===== config.mk =====
export PLATFORM = sky130hd
export DESIGN_NAME = rps_match_ctrl
export DESIGN_NICKNAME = d
export VERILOG_FILES = /design/src/rtl/rps_pkg.sv /design/src/rtl/rps_round_judge.sv /design/src/rtl/rps_match_ctrl.sv
export SDC_FILE = /design/constraint.sdc
export NUM_CORES = 1
export LEC_CHECK = 0
export ABC_AREA = 1
export BUFFER_PORTS_ARGS = -buffer_cell sky130_fd_sc_hd__buf_2
export CORE_ASPECT_RATIO = 1.25
export CORE_MARGIN = 8
export CORE_UTILIZATION = 51
export CTS_BUF_LIST = sky130_fd_sc_hd__clkbuf_4 sky130_fd_sc_hd__clkbuf_8
export CTS_CLUSTER_DIAMETER = 40
export DETAILED_ROUTE_END_ITERATION = 6
export GPL_ROUTABILITY_DRIVEN = 0
export PLACE_DENSITY = 0.82
export SLEW_MARGIN = 20
export SYNTH_ARGS = -nofsm -noshare
export SYNTH_HDL_FRONTEND = slang
export SYNTH_SLANG_ARGS = --single-unit

===== constraint.sdc =====
create_clock -name clk -period 1.85 [get_ports clk]
set_input_delay 0.0925 -clock clk [delete_from_list [all_inputs] [get_ports clk]]
set_output_delay 0.0925 -clock clk [all_outputs]
set_load 0.01 [all_outputs]

===== src/rtl/rps_pkg.sv =====
// Shared encodings for the rock-paper-scissors match controller: move codes,
// round/match result codes, FSM state encoding and the move-beats-move rule.
package rps_pkg;

  localparam logic [1:0] MV_NONE     = 2'b00;
  localparam logic [1:0] MV_ROCK     = 2'b01;
  localparam logic [1:0] MV_PAPER    = 2'b10;
  localparam logic [1:0] MV_SCISSORS = 2'b11;

  localparam logic [1:0] RES_DRAW = 2'b00;
  localparam logic [1:0] RES_P1   = 2'b01;
  localparam logic [1:0] RES_P2   = 2'b10;

  localparam logic [1:0] ST_IDLE    = 2'b00;
  localparam logic [1:0] ST_COLLECT = 2'b01;
  localparam logic [1:0] ST_RESOLVE = 2'b10;
  localparam logic [1:0] ST_OVER    = 2'b11;

  // True when move a defeats move b; illegal codes never win.
  function automatic logic beats(input logic [1:0] a, input logic [1:0] b);
    return ((a == MV_ROCK)     && (b == MV_SCISSORS)) ||
           ((a == MV_SCISSORS) && (b == MV_PAPER))    ||
           ((a == MV_PAPER)    && (b == MV_ROCK));
  endfunction

endpackage


===== src/rtl/rps_round_judge.sv =====
// Combinational round judge: compares the two latched moves and reports
// draw, player-1 win or player-2 win.
module rps_round_judge
  import rps_pkg::*;
(
  input  logic [1:0] p1_move,
  input  logic [1:0] p2_move,
  output logic [1:0] result
);

  always_comb begin
    // NOTE: default first so every path assigns result and no latch is inferred.
    result = RES_DRAW;
    if (beats(p1_move, p2_move)) begin
      result = RES_P1;
    end else if (beats(p2_move, p1_move)) begin
      result = RES_P2;
    end
  end

endmodule


===== src/rtl/rps_match_ctrl.sv =====
// Rock-paper-scissors match controller: collects one legal move per player
// per round, judges the round, keeps score and declares the match winner.
module rps_match_ctrl
  import rps_pkg::*;
#(
  parameter int WIN_TARGET = 3,
  parameter int MAX_ROUNDS = 9,
  parameter int SCORE_W    = 4
)
(
  input  logic               clk,
  input  logic               rst,
  input  logic               start,
  input  logic [1:0]         p1_move,
  input  logic               p1_valid,
  input  logic [1:0]         p2_move,
  input  logic               p2_valid,
  output logic               p1_ack,
  output logic               p2_ack,
  output logic [1:0]         move_err,
  output logic               round_done,
  output logic [1:0]         round_result,
  output logic [SCORE_W-1:0] p1_score,
  output logic [SCORE_W-1:0] p2_score,
  output logic [7:0]         round_cnt,
  output logic               match_over,
  output logic [1:0]         winner
);

  localparam logic [SCORE_W-1:0] WIN_T = SCORE_W'(WIN_TARGET);
  localparam logic [7:0]         MAX_R = 8'(MAX_ROUNDS);

  logic [1:0]         state_q;
  logic [1:0]         got_q;
  logic [1:0]         mv_q [2];
  logic [1:0]         mv_in [2];
  logic [1:0]         valid_in;
  logic [1:0]         acc;
  logic [1:0]         err;
  logic               collecting;
  logic [1:0]         judge_res;
  logic [1:0]         res_q;
  logic [SCORE_W-1:0] p1_next;
  logic [SCORE_W-1:0] p2_next;
  logic [7:0]         cnt_next;

  assign mv_in[0] = p1_move;
  assign mv_in[1] = p2_move;
  assign valid_in = {p2_valid, p1_valid};

  // start wins over move acceptance, so no ack/err is raised in that cycle.
  assign collecting = (state_q == ST_COLLECT) && !start;

  always_comb begin
    acc = '0;
    err = '0;
    for (int i = 0; i < 2; i++) begin
      if (collecting && valid_in[i] && !got_q[i]) begin
        if (mv_in[i] == MV_NONE) err[i] = 1'b1;
        else                     acc[i] = 1'b1;
      end
    end
  end

  always_ff @(posedge clk or posedge rst) begin
    // NOTE: sequential state uses non-blocking assignments so every register
    // samples pre-edge values regardless of statement order.
    if (rst) begin
      got_q <= '0;
      for (int i = 0; i < 2; i++) mv_q[i] <= MV_NONE;
    end else if (start || (state_q == ST_RESOLVE)) begin
      got_q <= '0;
      for (int i = 0; i < 2; i++) mv_q[i] <= MV_NONE;
    end else begin
      for (int i = 0; i < 2; i++) begin
        if (acc[i]) begin
          got_q[i] <= 1'b1;
          mv_q[i]  <= mv_in[i];
        end
      end
    end
  end

  rps_round_judge u_judge (
    .p1_move (mv_q[0]),
    .p2_move (mv_q[1]),
    .result  (judge_res)
  );

  assign p1_next  = p1_score + SCORE_W'(judge_res == RES_P1);
  assign p2_next  = p2_score + SCORE_W'(judge_res == RES_P2);
  assign cnt_next = round_cnt + 8'd1;

  always_ff @(posedge clk or posedge rst) begin
    if (rst) begin
      state_q   <= ST_IDLE;
      p1_score  <= '0;
      p2_score  <= '0;
      round_cnt <= '0;
      winner    <= RES_DRAW;
      res_q     <= RES_DRAW;
    end else if (start) begin
      state_q   <= ST_COLLECT;
      p1_score  <= '0;
      p2_score  <= '0;
      round_cnt <= '0;
      winner    <= RES_DRAW;
    end else begin
      case (state_q)
        ST_COLLECT: begin
          if (&(got_q | acc)) state_q <= ST_RESOLVE;
        end
        ST_RESOLVE: begin
          res_q     <= judge_res;
          p1_score  <= p1_next;
          p2_score  <= p2_next;
          round_cnt <= cnt_next;
          if (p1_next == WIN_T) begin
            state_q <= ST_OVER;
            winner  <= RES_P1;
          end else if (p2_next == WIN_T) begin
            state_q <= ST_OVER;
            winner  <= RES_P2;
          end else if (cnt_next == MAX_R) begin
            state_q <= ST_OVER;
            if (p1_next > p2_next)      winner <= RES_P1;
            else if (p2_next > p1_next) winner <= RES_P2;
            else                        winner <= RES_DRAW;
          end else begin
            state_q <= ST_COLLECT;
          end
        end
        default: ;
      endcase
    end
  end

  assign p1_ack       = acc[0];
  assign p2_ack       = acc[1];
  assign move_err     = err;
  assign round_done   = (state_q == ST_RESOLVE);
  assign round_result = round_done ? judge_res : res_q;
  assign match_over   = (state_q == ST_OVER);

endmodule


==> results.txt <==
Status - finished with violations
Failing checks - setup timing
Net Sw Frac - 0.2702
Non-Filler Instances - 322
Commonest non-fill, non-tap cell in the layout - nand2_1
Reg2reg start - mv_q[3]
Most frequent cells in the layout - 65 x nand2_1, 34 x buf_2, 30 x inv_1
Inserted Diodes - 0
CP required - 2.07 ns
Pleak - 1.191 nW
Number of port buffers - 34
Clock sink count - 28
Clk_lat worst skew - 0.27 ns
Peak supply drop - 0.0006859 V
Placed insts - 311
Power per cell area - 512.2 nW/um2
Vias in the first global route - 1818
Gate Count Post-Synth - 230
Layout cell share with drive strength beyond 1 - 0.3474
Part of the power in registers - 0.565
Period utilization - 1.164
TritonCTS Buffers - 3
Largest net degree at the start of global routing - 29
Antenna viol nets, final - 0
Total Wirelength - 4577 um
Vias per cell - 5.425
Critical path class - reg -> reg
Switching component of the power - 0.0003124 W
Register bit total from synthesis - 28
HPWL Detailed - 3398 um
Io pins - 35
Worst setup margin - -0.3038 ns
Slew Viols, Final - 0
Post-place setup slack - -0.3878 ns
HP Start - p1_move[0]
Synth Warn # - 0
First-pass DRT Iterations - 4
Cell variety after synth - 26
Sequential area share after synthesis - 0.4049
Fmax - 464.3 MHz
Fin crit period - 2.154 ns
Syn nets - 248
Synthesis-to-finish area growth - 30.44%
Gr usage total - 0.1789
CTS clk-pin slew, worst paths - 0.10 ns
DR WL/cell - 14.21 um
Worst Hold Path Cells - 3
Synthesized area per cell - 7.524 um2
Num rows - 23
Hold WC Path Type - in -> reg
Int Power - 0.0008436 W
Crit path max fanout - 5
Slew margin rel. - 0.7526
Chip height - 81.13 um
Fin nets - 305
Clk Tree Root Cell - clkbuf_8
Cell Area, Placed - 2077 um2
Global route total overflow - 0
First-pass GRT wire length - 7935 um
Worst-Margin Slew - 0.3707 ns
Initial Util - 0.5369
Core area - 3223 um2
Maximum Capacitance Violations - 0
Arr. time, crit path - 2.38 ns
Endpoints failing setup - 3
Comb pwr share - 0.141
Die area - 5525 um2
Initial antenna violation count - 0
Design area - 2257 um2
Reg-to-Reg End - winner[1]
Final Hold Viols - 0
DRC violations left - 0
Crit path capture type - flip-flop
Die width - 68.10 um
CP Launch Type - flip-flop
Synthesized area - 1730 um2
CTS tree - built
Reg2Reg Depth - 16
Hold worst-path end - mv_q[2]
Clock buffer depth - 2
Power share of the clock group - 0.293
Via count - 1747
FF-to-FF setup slack - -0.30 ns
H-tree Lvls - 1
Drt initial violations - 108
Fin Clk Skew - 0.006942 ns
RSZ-0062 raised after global routing - yes
-- how the worst max path moves through the flow --
stage / start / to / slack, ns / cells past startpoint
floorplan: mv_q[3] / winner[1] / -0.15 / 16
global placement: mv_q[3] / winner[1] / -0.33 / 16
detailed placement: mv_q[1] / winner[1] / -0.39 / 16
CTS: mv_q[2] / winner[1] / -0.24 / 16
global route: mv_q[2] / winner[1] / -0.52 / 15
finish: mv_q[3] / winner[1] / -0.30 / 16
-- synth_stat cells, drive strengths merged --
master | n | area (um2)
o21ai | 20 | 103.9
nand3 | 19 | 110.1
nand4 | 10 | 68.81
nor2 | 12 | 65.06
a22o | 1 | 8.760
o22ai | 6 | 37.54
xor2 | 2 | 17.52
ha | 9 | 112.6
buf | 3 | 15.01
clkinv | 1 | 3.750
nor3 | 1 | 10.01
nor4 | 1 | 6.260
inv | 42 | 157.6
dfrtp | 28 | 700.7
o21bai | 2 | 15.01
a21oi | 4 | 31.28
nand2 | 69 | 266.5
-- logic make-up after synthesis --
family                   Yosys count  synth area share
XOR/XNOR                           2           0.01012
flip-flops                        28            0.4049
adder cells (fa/ha/maj)            9           0.06508
AO/OA/AOI/OAI                     33            0.1135
AND/OR/NAND/NOR                  112            0.3044
buffers and inverters             46            0.1019
-- routing by layer --
metal | vias to the layer above | track usage | part of all wire
li1 | 852 | - | -
met5 | - | 0 | 0
met4 | 0 | 0.07803 | 0.024
met2 | 57 | 0.3039 | 0.49
met3 | 12 | 0.04127 | 0.059
met1 | 826 | 0.2080 | 0.43
-- timing repair --
action,4_1_cts,5_1_grt
buffers inserted,4,3
pin swaps,16,4
resized for setup,13,6
endpoints found under the setup margin,3,3
hold endpoints to repair,28,0
hold buffers,1,0
-- sequential cells by signal (all words and copies together), names as in the netlist --
register and cells:
state_q 2, res_q 2, mv_q 4, winner 2, round_cnt 8, p1_score 4
p2_score 4, got_q 2
-- metrics by stage --
step / hold WS [ns] / power [W] / utilization / setup TNS [ns]
after global routing: 0.1315 / 0.001209 / 0.7003 / -1.252
after floorplan: 0.1579 / 0.0007564 / - / -0.2654
after global placement: 0.1748 / 0.0008100 / 0.6444 / -0.7377
after CTS: 0.1194 / 0.001152 / 0.6914 / -0.5423
after detailed placement: 0.1822 / 0.0008168 / 0.6444 / -0.9398
final: 0.1191 / 0.001156 / 0.7003 / -0.7445
-- final cells by class --
| type | instances | area [um2] |
|---|---|---|
| Multi-Input combinational cell | 156 | 973.4 |
| Timing Repair Buffer | 55 | 330.3 |
| Sequential cell | 28 | 701.9 |
| Clock buffer | 3 | 41.29 |
| Inverter | 43 | 163.9 |
| Tap cell | 37 | 46.29 |
| Fill cell | 264 | 965.9 |
-- power by group through the flow --
stage	clock network (W)	logic (W)	registers, W
6_report	0.000339	0.000163	0.000654
5_1_grt	0.000363	0.000188	0.000658
4_1_cts	0.000339	0.000161	0.000651
3_5_place_dp	0	0.000154	0.000663
3_3_place_gp	0	0.000149	0.000661
2_1_floorplan	0	0.0000962	0.000660
-- critical path, stage by stage, from the launching register on --
cell and delay [ns]:
dfrtp_2 0.45, inv_2 0.08, nand4_1 0.11, nand3_2 0.14, ha_4 0.18, nand3_4 0.09
xor2_2 0.20, inv_2 0.07, ha_4 0.28, nand3_2 0.06, nand2_1 0.07, inv_1 0.04
nand3_1 0.05, nand2_1 0.07, nor2_1 0.08, nand2_1 0.06, nand2_1 0.06
No activity file was read; power rests on OpenSTA's default activity.
